[config.mk]
export PLATFORM = sky130hd
export DESIGN_NAME = preamble_sync_ctrl
export DESIGN_NICKNAME = d
export VERILOG_FILES = /design/src/rtl/preamble_ctrl_pkg.sv /design/src/rtl/preamble_sync_ctrl.sv
export SDC_FILE = /design/constraint.sdc
export NUM_CORES = 1
export LEC_CHECK = 0
export BUFFER_PORTS_ARGS = -buffer_cell sky130_fd_sc_hd__buf_2
export CAP_MARGIN = 20
export CORE_MARGIN = 5
export CORE_UTILIZATION = 35
export DETAILED_ROUTE_END_ITERATION = 10
export PLACE_DENSITY = 0.56
export RECOVER_POWER = 100
export SETUP_SLACK_MARGIN = 0.15
export SLEW_MARGIN = 5
export SYNTH_ARGS = -nofsm -noshare
export SYNTH_HDL_FRONTEND = slang
export SYNTH_SLANG_ARGS = --single-unit
[constraint.sdc]
create_clock -name clk -period 6.45 [get_ports clk]
set_clock_uncertainty 0.2 [all_clocks]
set_input_delay 0 -clock clk [delete_from_list [all_inputs] [get_ports clk]]
set_output_delay 0 -clock clk [all_outputs]
set_load 0.005 [all_outputs]
[src/rtl/preamble_ctrl_pkg.sv]
// preamble_ctrl_pkg
//   Shared types and constants for the preamble sync controller.
//   - state_t        : controller states; the encoding is visible on state_o
//   - CLR_CYCLES_DEFAULT : default length of the detector clear pulse
//   - DET_CNT_WIDTH  : width of the saturating detection counter
//   - sat_inc()      : increment that sticks at all-ones
package preamble_ctrl_pkg;

  typedef enum logic [2:0] {
    ST_IDLE    = 3'd0,
    ST_ARM     = 3'd1,
    ST_SEARCH  = 3'd2,
    ST_CAPTURE = 3'd3,
    ST_HOLDOFF = 3'd4
  } state_t;

  localparam int CLR_CYCLES_DEFAULT = 4;
  localparam int DET_CNT_WIDTH      = 16;

  function automatic logic [DET_CNT_WIDTH-1:0] sat_inc(input logic [DET_CNT_WIDTH-1:0] v);
    return (v == '1) ? v : v + DET_CNT_WIDTH'(1);
  endfunction

endpackage

[src/rtl/preamble_sync_ctrl.sv]
// preamble_sync_ctrl
//   Sequencer for the preamble_detect datapath: arms/clears the detector,
//   qualifies peaks against a power-relative threshold, opens a capture
//   window of capture_len accepted beats, then holds off and re-arms (or
//   stops in one-shot mode). Reports search timeouts and a detection count.
//
//   The peak qualification compare is done inline (combinational), so a
//   qualified peak in cycle N opens the capture window in cycle N+1.
//
// Ports
//   clk, reset_n            clock, asynchronous active-low reset
//   enable, oneshot         run control (level) and one-frame mode
//   thr_shift               peak qualifies when acorr_mag > (pow_mag >> thr_shift)
//   capture_len             beats per frame (0 behaves as 1)
//   holdoff_len             dec_stb pulses to wait after a frame (0 = none)
//   timeout_len             dec_stb pulses allowed in SEARCH (0 = no timeout)
//   peak_stb, dec_stb       detector strobes
//   acorr_mag, pow_mag      detector magnitudes
//   in_tvalid, in_tready    sample stream handshake (beat = valid & ready)
//   det_clear               detector clear, high while arming
//   capture_en              frame window open
//   frame_sof, frame_eof    first / last accepted beat of a frame
//   timeout_stb             SEARCH timed out
//   detect_cnt              saturating count of qualified peaks
//   state_o, busy           current state, state != IDLE
//
// CLR_CYCLES must be at least 1.
module preamble_sync_ctrl
  import preamble_ctrl_pkg::*;
#(
  parameter int PMAG_WIDTH = 28,
  parameter int CLR_CYCLES = CLR_CYCLES_DEFAULT,
  parameter int LEN_WIDTH  = 16,
  parameter int TO_WIDTH   = 24
) (
  input  logic                     clk,
  input  logic                     reset_n,
  input  logic                     enable,
  input  logic                     oneshot,
  input  logic [4:0]               thr_shift,
  input  logic [LEN_WIDTH-1:0]     capture_len,
  input  logic [LEN_WIDTH-1:0]     holdoff_len,
  input  logic [TO_WIDTH-1:0]      timeout_len,
  input  logic                     peak_stb,
  input  logic                     dec_stb,
  input  logic [PMAG_WIDTH-1:0]    acorr_mag,
  input  logic [PMAG_WIDTH-1:0]    pow_mag,
  input  logic                     in_tvalid,
  input  logic                     in_tready,
  output logic                     det_clear,
  output logic                     capture_en,
  output logic                     frame_sof,
  output logic                     frame_eof,
  output logic                     timeout_stb,
  output logic [DET_CNT_WIDTH-1:0] detect_cnt,
  output logic [2:0]               state_o,
  output logic                     busy
);

  localparam int CLR_CW = $clog2(CLR_CYCLES + 1);

  state_t state_reg, state_next;

  // Shadow copies of the run configuration, captured on leaving IDLE.
  logic [4:0]           thr_sh_reg;
  logic [LEN_WIDTH-1:0] cap_len_reg;
  logic [LEN_WIDTH-1:0] hold_len_reg;
  logic [TO_WIDTH-1:0]  to_len_reg;
  logic                 oneshot_reg;

  logic [CLR_CW-1:0]        clr_cnt_reg;
  logic [TO_WIDTH-1:0]      timer_reg;
  logic [LEN_WIDTH-1:0]     beat_cnt_reg;
  logic [LEN_WIDTH-1:0]     hold_cnt_reg;
  logic                     abort_reg;
  logic [DET_CNT_WIDTH-1:0] det_cnt_reg;

  logic beat;
  logic qual_peak;
  logic last_beat;
  logic timer_hit;
  logic hold_done;
  logic clr_done;
  logic latch_cfg;
  logic count_det;

  assign beat      = in_tvalid & in_tready;
  assign qual_peak = peak_stb && (acorr_mag > (pow_mag >> thr_sh_reg));
  // cap_len_reg is never 0 (0 is stored as 1), so the subtraction cannot wrap.
  assign last_beat = (beat_cnt_reg == cap_len_reg - LEN_WIDTH'(1));
  assign timer_hit = dec_stb && (to_len_reg != '0) &&
                     (timer_reg + TO_WIDTH'(1) == to_len_reg);
  assign hold_done = (hold_len_reg == '0) ||
                     (dec_stb && (hold_cnt_reg + LEN_WIDTH'(1) == hold_len_reg));
  assign clr_done  = (clr_cnt_reg == CLR_CW'(CLR_CYCLES - 1));

  always_comb begin
    state_next  = state_reg;
    det_clear   = 1'b0;
    capture_en  = 1'b0;
    frame_sof   = 1'b0;
    frame_eof   = 1'b0;
    timeout_stb = 1'b0;
    latch_cfg   = 1'b0;
    count_det   = 1'b0;
    case (state_reg)
      ST_IDLE: begin
        if (enable) begin
          latch_cfg  = 1'b1;
          state_next = ST_ARM;
        end
      end
      ST_ARM: begin
        det_clear = 1'b1;
        if (!enable)       state_next = ST_IDLE;
        else if (clr_done) state_next = ST_SEARCH;
      end
      ST_SEARCH: begin
        // A qualified peak takes priority over a coincident timeout.
        if (!enable) begin
          state_next = ST_IDLE;
        end else if (qual_peak) begin
          count_det  = 1'b1;
          state_next = ST_CAPTURE;
        end else if (timer_hit) begin
          timeout_stb = 1'b1;
          state_next  = ST_ARM;
        end
      end
      ST_CAPTURE: begin
        capture_en = 1'b1;
        if (beat) begin
          frame_sof = (beat_cnt_reg == '0);
          if (last_beat) begin
            frame_eof = 1'b1;
            // A frame in flight always completes; a drop of enable at any
            // point during it sends us to IDLE instead of HOLDOFF.
            state_next = (abort_reg || !enable) ? ST_IDLE : ST_HOLDOFF;
          end
        end
      end
      ST_HOLDOFF: begin
        if (!enable)        state_next = ST_IDLE;
        else if (hold_done) state_next = oneshot_reg ? ST_IDLE : ST_ARM;
      end
      default: state_next = ST_IDLE;
    endcase
  end

  always_ff @(posedge clk or negedge reset_n) begin
    if (!reset_n) begin
      state_reg    <= ST_IDLE;
      thr_sh_reg   <= '0;
      cap_len_reg  <= '0;
      hold_len_reg <= '0;
      to_len_reg   <= '0;
      oneshot_reg  <= 1'b0;
      clr_cnt_reg  <= '0;
      timer_reg    <= '0;
      beat_cnt_reg <= '0;
      hold_cnt_reg <= '0;
      abort_reg    <= 1'b0;
      det_cnt_reg  <= '0;
    end else begin
      state_reg <= state_next;

      if (latch_cfg) begin
        thr_sh_reg   <= thr_shift;
        cap_len_reg  <= (capture_len == '0) ? LEN_WIDTH'(1) : capture_len;
        hold_len_reg <= holdoff_len;
        to_len_reg   <= timeout_len;
        oneshot_reg  <= oneshot;
      end

      // Restarts from zero on every entry to ARM.
      if (state_reg == ST_ARM && state_next == ST_ARM) clr_cnt_reg <= clr_cnt_reg + CLR_CW'(1);
      else                                             clr_cnt_reg <= '0;

      // Held at zero outside SEARCH, so it is clear on entry.
      if (state_reg != ST_SEARCH) timer_reg <= '0;
      else if (dec_stb)           timer_reg <= timer_reg + TO_WIDTH'(1);

      if (state_reg != ST_CAPTURE) beat_cnt_reg <= '0;
      else if (beat)               beat_cnt_reg <= beat_cnt_reg + LEN_WIDTH'(1);

      if (state_reg != ST_CAPTURE) abort_reg <= 1'b0;
      else if (!enable)            abort_reg <= 1'b1;

      if (state_reg != ST_HOLDOFF) hold_cnt_reg <= '0;
      else if (dec_stb)            hold_cnt_reg <= hold_cnt_reg + LEN_WIDTH'(1);

      if (count_det) det_cnt_reg <= sat_inc(det_cnt_reg);
    end
  end

  assign detect_cnt = det_cnt_reg;
  assign state_o    = state_reg;
  assign busy       = (state_reg != ST_IDLE);

endmodule

==> results of run 1 <==
==> stage by stage <==
stage,utilization,cells,cell area (µm²)
2_1_floorplan,-,1078,9880
3_3_place_gp,0.391,1546,10900
3_5_place_dp,0.391,1546,10900
4_1_cts,0.438,1647,12200
5_1_grt,0.437,1649,12200
6_report,0.437,1650,12200
==> power groups by stage <==
stage	sequential, mW	combinational [mW]	clock [mW]
4_1_cts	1.44	1.89	1.05
3_3_place_gp	1.45	1.84	0
6_report	1.43	1.93	1.03
2_1_floorplan	1.27	1.53	0
3_5_place_dp	1.46	1.85	0
5_1_grt	1.47	2.14	1.09
==> per-layer routing <==
metal / wire (µm) / part of all wire / vias to the layer above
met5: 0 / 0 / -
met4: 383 / 0.014 / 0
met3: 1430 / 0.051 / 32
met2: 13200 / 0.47 / 240
met1: 13200 / 0.47 / 4195
li1: - / - / 4228
==> cell type report <==
class | count | area (µm²) | share of cell area
sequential | 141 | 3530 | 0.290
clock buffer | 22 | 474 | 0.0390
multi-input combinational | 850 | 5990 | 0.493
timing repair buffer | 226 | 1480 | 0.121
clock inverter | 10 | 138 | 0.0113
inverter | 22 | 82.6 | 0.00679
antenna | 1 | 2.50 | 0.000206
tap | 378 | 473 | 0.0389
==> cell usage in the layout, fill, tap and decap left out, drive strengths merged, types with 9 or more instances in the layout <==
cell and instances:
dfrtp 141, buf 132, nor2 106, nand2 87, dlygate4sd3 69, mux2 67, xnor2 67, xor2 65
a21oi 54, nand3 48, clkbuf 47, nand4 39, ha 36, o21ai 35, mux2i 29, nor4 29
nor3 20, inv 20, a211oi 17, nor2b 14, or3 13, mux4 11, and3 9
==> kinds of logic after synthesis <==
logic type      share of synthesized area
compound gates                      0.101
xor+xnor                            0.117
fa+ha+maj                          0.0456
buf+inv                            0.0346
flops                               0.357
mux                                 0.131
simple gates                        0.214
==> worst max-delay path, stage by stage, from the launching register on <==
cell and delay (ns):
dfrtp_1 0.42, nor2_1 0.25, nand2_1 0.10, nor2_1 1.85, clkbuf_1 1.57, mux2_2 0.45
==> synth_stat cells (all sizes together) (9+ instances only) <==
library cell / n / share of area
buf: 12 / 0.0061
xnor2: 67 / 0.059
inv: 20 / 0.0076
o21ai: 35 / 0.018
a211oi: 17 / 0.013
mux4: 11 / 0.025
mux2: 67 / 0.076
nor2: 106 / 0.040
nor2b: 14 / 0.0089
nand2: 87 / 0.033
a21oi: 54 / 0.027
nor4: 29 / 0.020
ha: 36 / 0.046
clkbuf: 53 / 0.020
nand3: 48 / 0.025
dfrtp: 141 / 0.36
or3: 13 / 0.0082
and3: 9 / 0.0057
nand4: 39 / 0.025
mux2i: 29 / 0.029
nor3: 20 / 0.010
xor2: 65 / 0.058
==> final timing paths <==
kind | from | end | slack [ns] | depth (start not counted)
min reg2reg | clr_cnt_reg[0]$_DFF_PN0_ | clr_cnt_reg[0]$_DFF_PN0_ | 0.23 | 1
min | dec_stb | hold_cnt_reg[0]$_DFFE_PN0P_ | 0.01 | 3
min in group asynchronous | reset_n | hold_len_reg[12]$_DFFE_PN0P_ | 1.39 | 2
max in group asynchronous | reset_n | beat_cnt_reg[14]$_DFFE_PN0P_ | 2.14 | 3
max | state_o[0]$_DFF_PN0_ | to_len_reg[22]$_DFFE_PN0P_ | 1.46 | 5
max reg2reg | state_o[0]$_DFF_PN0_ | to_len_reg[22]$_DFFE_PN0P_ | 1.46 | 5
==> what timing repair did <==
item | in CTS | in global routing
buffers inserted | 0 | 0
hold buffers | 69 | 0
endpoints found under the hold margin | 159 | 0
resized for setup | 0 | 0
==> flow_metrics.env, run 1 <==
export IMPL_p_sw_frac=0.387
export IMPL_synth_area_per_cell_um2=9.17
export IMPL_synth_yosys_warnings=0
export IMPL_layout_filler_cells=2715
export IMPL_synth_lib_cells_used_distinct=64
export IMPL_fin_tns_setup_ns=0
export IMPL_hold_class="in -> reg"
export IMPL_worst_ir_drop_vdd_mv=0.184
export IMPL_synth_net_count=1239
export IMPL_synthFlopType="dfrtp_1"
export IMPL_pin_count=150
export IMPL_power_internal_mw=2.69
export IMPL_dieHeight_um=178
export IMPL_ys_seq_area_frac=0.357
export IMPL_clock_latency_ns=0.42
export IMPL_cts_reportedPaths_clkPinSlew_ns=0.06
export IMPL_power_frac_comb=0.440
export IMPL_period_minus_slack_ns=4.99
export IMPL_first_global_vias=8550
export IMPL_cts_htree_levels=4
export IMPL_design_core_area_mm2=0.0279
export IMPL_use_met1=0.245
export IMPL_tritoncts_clock_tree="built"
export IMPL_antenna_found_initial=0
export IMPL_num_vias=8695
export IMPL_violations="capacitance limit, slew limit"
export IMPL_power_share_sequential=0.325
export IMPL_detailedRoute_firstIterationViolations=530
export IMPL_dp_slack_ns=1.86
export IMPL_grt_max_degree=76
export IMPL_post_synth_edffs=0
export IMPL_postSynthCellCount=1078
export IMPL_drc=0
export IMPL_finalWirelength_um=28200
export IMPL_grtUsageTotal=0.178
export IMPL_critical_path_required_ns=6.55
export IMPL_power_density_mw_per_mm2=360
export IMPL_initial_utilization=0.355
export IMPL_p_leak_nw=4.96
export IMPL_cp_max_fo=39
export IMPL_total_switching_power_mw=1.69
export IMPL_floorplan_die_width_um=178
export IMPL_antenna_left=0
export IMPL_timing_max_cap_violations=3
export IMPL_grt_util_met2=0.291
export IMPL_worst_ep_arrival_time_ns=5.09
export IMPL_final_global_route_overflow_total=0
export IMPL_grt_busiest_layer="met2"
export IMPL_final_layout_size_suffix_gt1_frac=0.199
export IMPL_report_final_hold_viol_count=0
export IMPL_async_reset_ff_frac=1.00
export IMPL_setup_worst_path_class="reg -> reg"
export IMPL_timing_critical_path_to_type="flip-flop"
export IMPL_clock_power_share=0.235
export IMPL_timing_fmax_mhz=200
export IMPL_grt_first_pass_wirelength_um=45300
export IMPL_cts_max_path_buffers=2
export IMPL_net_count_of_the_finished_layout=1419
export IMPL_placement_io_buffers=149
export IMPL_routing_usage_on_met3=0.0312
export IMPL_dieArea_mm2=0.0317
export IMPL_hold_ws_ns=0.0117
export IMPL_setup_violations=0
export IMPL_timing_max_transition_violations_final=149
export IMPL_drt_vias_per_instance=5.27
export IMPL_dp_hpwl_um=20600
export IMPL_crit_path_start_kind="flip-flop"
export IMPL_layout_area_overhead_vs_synth_pct=23.1
export IMPL_placement_rows=61
export IMPL_outcome="complete, but fails checks"
export IMPL_rsz_0062_raised_after_global_routing="false"
export IMPL_slew_headroom=-1.76
export IMPL_wl_per_cell_um=17.1
export IMPL_final_critical_path_setup_slack_ns=1.46
export IMPL_numClockSinks=141
export IMPL_synth_area_mm2=0.00988
export IMPL_ys_seq_elements=141
export IMPL_fin_total_pwr_mw=4.38
export IMPL_place_congestion=0.888
export IMPL_cts_inserted_buffers=17
export IMPL_final_min_period_over_clock_period=0.774
export IMPL_root_buffer="clkbuf_16"
export IMPL_count_of_tritonroute_iterations_in_the_first_routing_pass=5
export IMPL_timing_worst_slew_pin_value_ns=4.14
Note: power is estimated with default switching activity, not from simulation.
==> run 2: changes to the inputs <==
--- a/config.mk
+++ b/config.mk
@@ -5,12 +5,13 @@
 export SDC_FILE = /design/constraint.sdc
 export NUM_CORES = 1
 export LEC_CHECK = 0
+export ABC_AREA = 1
 export BUFFER_PORTS_ARGS = -buffer_cell sky130_fd_sc_hd__buf_2
 export CAP_MARGIN = 20
 export CORE_MARGIN = 5
 export CORE_UTILIZATION = 35
 export DETAILED_ROUTE_END_ITERATION = 10
-export PLACE_DENSITY = 0.56
+export PLACE_DENSITY = 0.58
 export RECOVER_POWER = 100
 export SETUP_SLACK_MARGIN = 0.15
 export SLEW_MARGIN = 5
==> constraint.sdc (replaced) <==
create_clock -name clk -period 4.1 [get_ports clk]
set_clock_uncertainty 0.2 [all_clocks]
set_input_delay 0 -clock clk [delete_from_list [all_inputs] [get_ports clk]]
set_output_delay 0 -clock clk [all_outputs]
set_load 0.005 [all_outputs]
==> run 2 against run 1 <==
  * The run still ends with capacitance limit, slew limit left
  * Via count is 25% higher
  * First-iteration DRC count up 15%
  * Clock-buffer cell count fell by 5
  * Non-clock buffer count increased by 10
  * Die area increased by 5.6%
  * Synthesized cell count increased by 47%
  * Global-route usage increased by 1.1 points
  * Cell area grew 5.8%
  * Sequential share of layout area fell by 1.6 points
  * Area after synthesis grew 5.9%
==> flow_metrics.env, run 2 <==
export IMPL_setup_worst_path_class="reg -> out"
export IMPL_synthFlopType="dfrtp_1"
export IMPL_placement_io_buffers=149
export IMPL_async_reset_ff_frac=1.00
export IMPL_synth_area_per_cell_um2=6.62
export IMPL_timing_critical_path_to_type="primary output"
export IMPL_slew_headroom=-0.575
export IMPL_multi_input_comb_area_mm2=0.00613
export IMPL_pin_count=150
export IMPL_post_synth_main_area_contributors="dfrtp_1 34%, nand2_1 20%, o21ai_0 5.7%, inv_1 5.7%, nand3_1 5.4%"
export IMPL_power_density_mw_per_mm2=534
export IMPL_ys_seq_elements=141
export IMPL_synth_net_count=1741
export IMPL_synth_lib_cells_used_distinct=52
export IMPL_worst_ir_drop_vdd_mv=0.288
export IMPL_report_final_hold_viol_count=0
export IMPL_violations="capacitance limit, slew limit"
export IMPL_crit_path_start_kind="flip-flop"
export IMPL_wl_per_cell_um=14.5
export IMPL_net_count_of_the_finished_layout=1950
export IMPL_drt_vias_per_instance=4.95
export IMPL_antenna_found_initial=0
export IMPL_outcome="complete, but fails checks"
export IMPL_layout_area_overhead_vs_synth_pct=23.0
export IMPL_detailedRoute_firstIterationViolations=612
export IMPL_post_synth_edffs=0
export IMPL_postSynthCellCount=1580
export IMPL_grt_first_pass_wirelength_um=52400
export IMPL_setup_violations=0
export IMPL_terminus_of_the_critical_flop_to_flop_path="detect_cnt[10]$_DFFE_PN0P_"
export IMPL_synth_top_area_cell="dfrtp_1"
export IMPL_wire_length_the_detailed_router_placed_on_met1_um=14800
export IMPL_synth_area_mm2=0.0105
export IMPL_synth_top_cells_by_count="567 x nand2_1, 158 x inv_1, 141 x dfrtp_1, 130 x nor2_1, 120 x o21ai_0"
export IMPL_cts_max_path_buffers=2
export IMPL_timing_max_cap_violations=2
export IMPL_critical_path_required_ns=3.90
export IMPL_n_antenna_cell=0
export IMPL_placement_rows=63
export IMPL_yosysTopAreaCellShare=0.337
export IMPL_met2WireLength_um=15000
export IMPL_num_vias=10800
export IMPL_timing_rr_start="thr_sh_reg[0]$_DFFE_PN0P_"
export IMPL_area_sequential_mm2=0.00353
export IMPL_place_congestion=0.927
export IMPL_final_global_route_overflow_total=0
export IMPL_layout_commonest_cell="nand2_1"
export IMPL_hold_class="in -> reg"
export IMPL_final_cells=2190
export IMPL_worstHoldEndpoint="hold_len_reg[12]$_DFFE_PN0P_"
export IMPL_numClockSinks=141
export IMPL_worst_r2r_path_depth=19
export IMPL_yosys_cell_count_top_type="nand2_1"
export IMPL_layout_filler_cells=3198
export IMPL_count_of_tritonroute_iterations_in_the_first_routing_pass=5
export IMPL_cp_max_fo=8
export IMPL_root_buffer="clkbuf_16"
export IMPL_most_common_layout_cells="567 x nand2_1, 157 x inv_1, 140 x dfrtp_1"
export IMPL_drc=0
export IMPL_fin_tns_setup_ns=0
export IMPL_rsz_0062_raised_after_global_routing="false"
export IMPL_grtUsageTotal=0.189
export IMPL_post_place_cells=2087
export IMPL_timing_fmax_mhz=269
export IMPL_timing_max_transition_violations_final=117
export IMPL_grt_max_degree=89
export IMPL_tritoncts_clock_tree="built"
export IMPL_antenna_left=0
export IMPL_design_core_area_mm2=0.0296
export IMPL_final_layout_size_suffix_gt1_frac=0.127
export IMPL_met3_wirelength_um=1350
export IMPL_cts_reportedPaths_clkPinSlew_ns=0.07
export IMPL_period_minus_slack_ns=3.72
export IMPL_worst_r2r_setup_slack_ns=0.50
export IMPL_timing_worst_slew_pin_value_ns=2.36
export IMPL_synth_yosys_warnings=0
export IMPL_hp_start="holdoff_len[12]"
export IMPL_cts_inserted_buffers=17
export IMPL_cts_htree_levels=4
export IMPL_maxUsedRoutingLayer="met4"
export IMPL_clock_latency_ns=0.43
export IMPL_dp_hpwl_um=23800
export IMPL_hold_path_cell_count=4
export IMPL_dieArea_mm2=0.0335
export IMPL_final_min_period_over_clock_period=0.908
export IMPL_initial_utilization=0.354
export IMPL_worst_ep_arrival_time_ns=3.52
export IMPL_finalWirelength_um=31700
export IMPL_floorplan_die_width_um=183
export IMPL_ys_seq_area_frac=0.337
export IMPL_p_leak_nw=6.00
export IMPL_dieHeight_um=183
export IMPL_first_global_vias=10700
export IMPL_final_util=0.436
[run 2: cell types whose count changed after synthesis, sizes merged, moves of 15 or more]
| cell | previous run | this run |
|---|---|---|
| nand2 | 87 | 573 |
| inv | 20 | 161 |
| o21ai | 35 | 127 |
| mux2 | 67 | 0 |
| nand3 | 48 | 115 |
| xnor2 | 67 | 13 |
| xor2 | 65 | 23 |
| nor2 | 106 | 146 |
| o22ai | 6 | 29 |
| mux2i | 29 | 7 |
| clkbuf | 53 | 34 |
| a21oi | 54 | 37 |
| nor4 | 29 | 13 |
| a211oi | 17 | 2 |
[run 2: layout make-up]
type | count | share of cell area
timing repair inverter | 1 | 0.000389
clock inverter | 13 | 0.00933
multi-input combinational | 1228 | 0.476
inverter | 164 | 0.0483
timing repair buffer | 236 | 0.121
clock buffer | 17 | 0.0330
sequential | 141 | 0.274
tap | 390 | 0.0379
[run 2: per-stage QoR]
step / power (mW) / hold WS, ns / setup WS [ns] / instance area (µm²)
4_1_cts: 6.82 / 0.0572 / 0.160 / 12900
6_report: 6.87 / 0.105 / 0.378 / 12900
3_5_place_dp: 5.25 / -0.0538 / 0.246 / 11600
3_3_place_gp: 5.19 / -0.0535 / 0.420 / 11600
5_1_grt: 7.52 / 0.124 / 0.0894 / 12900
2_1_floorplan: 4.33 / -0.496 / 0.830 / 10500
[run 2: how the worst max path moves through the flow]
stage                         startpoint                    endpoint  slack [ns]  cells after the start
3_5_place_dp   thr_sh_reg[0]$_DFFE_PN0P_  detect_cnt[10]$_DFFE_PN0P_        0.25                     16
4_1_cts        thr_sh_reg[0]$_DFFE_PN0P_                 timeout_stb        0.16                     21
3_3_place_gp   thr_sh_reg[0]$_DFFE_PN0P_   detect_cnt[8]$_DFFE_PN0P_        0.42                     16
6_report       thr_sh_reg[0]$_DFFE_PN0P_                 timeout_stb        0.38                     17
5_1_grt        thr_sh_reg[0]$_DFFE_PN0P_                 timeout_stb        0.09                     17
2_1_floorplan  thr_sh_reg[0]$_DFFE_PN0P_   detect_cnt[2]$_DFFE_PN0P_        0.83                     16
[run 2: repair_timing]
item	CTS	global route
hold buffers	68	0
pin swaps	1	6
gates cloned	0	1
setup buffers	0	4
hold endpoints to repair	166	0
setup endpoints to repair	1	17
gates resized for setup	2	21
[run 2: per-layer routing]
layer | track usage | vias up
met5 | 0 | -
li1 | - | 5558
met4 | 0.0527 | 0
met3 | 0.0296 | 45
met2 | 0.324 | 224
met1 | 0.248 | 5015
[run 2: cell families after synthesis]
logic type | Yosys count | synth area share
AO/OA/AOI/OAI | 215 | 0.114
XOR/XNOR | 38 | 0.0344
adder cells (fa/ha/maj) | 36 | 0.0430
buffers and inverters | 211 | 0.0771
flip-flops | 141 | 0.337
multiplexers | 7 | 0.00669
AND/OR/NAND/NOR | 932 | 0.388
[run 2: critical path: stages, from the launching register on]
cell	delay, ns
dfrtp_1	0.48
inv_4	0.13
buf_4	0.12
nand2_1	0.05
o21ai_0	0.30
nand2_1	0.13
nor2_1	0.20
nand2_1	0.08
ha_1	0.29
a21oi_1	0.16
nor2_1	0.05
a211oi_1	0.15
o21ai_0	0.15
a21oi_1	0.20
nand2_1	0.10
and2_4	0.16
nor3_4	0.19
clkbuf_1	0.13
[run 2: power breakdown]
group / internal (mW) / switching (mW)
Clock: 0.832 / 0.659
Sequential: 1.71 / 0.333
Combinational: 1.26 / 2.08
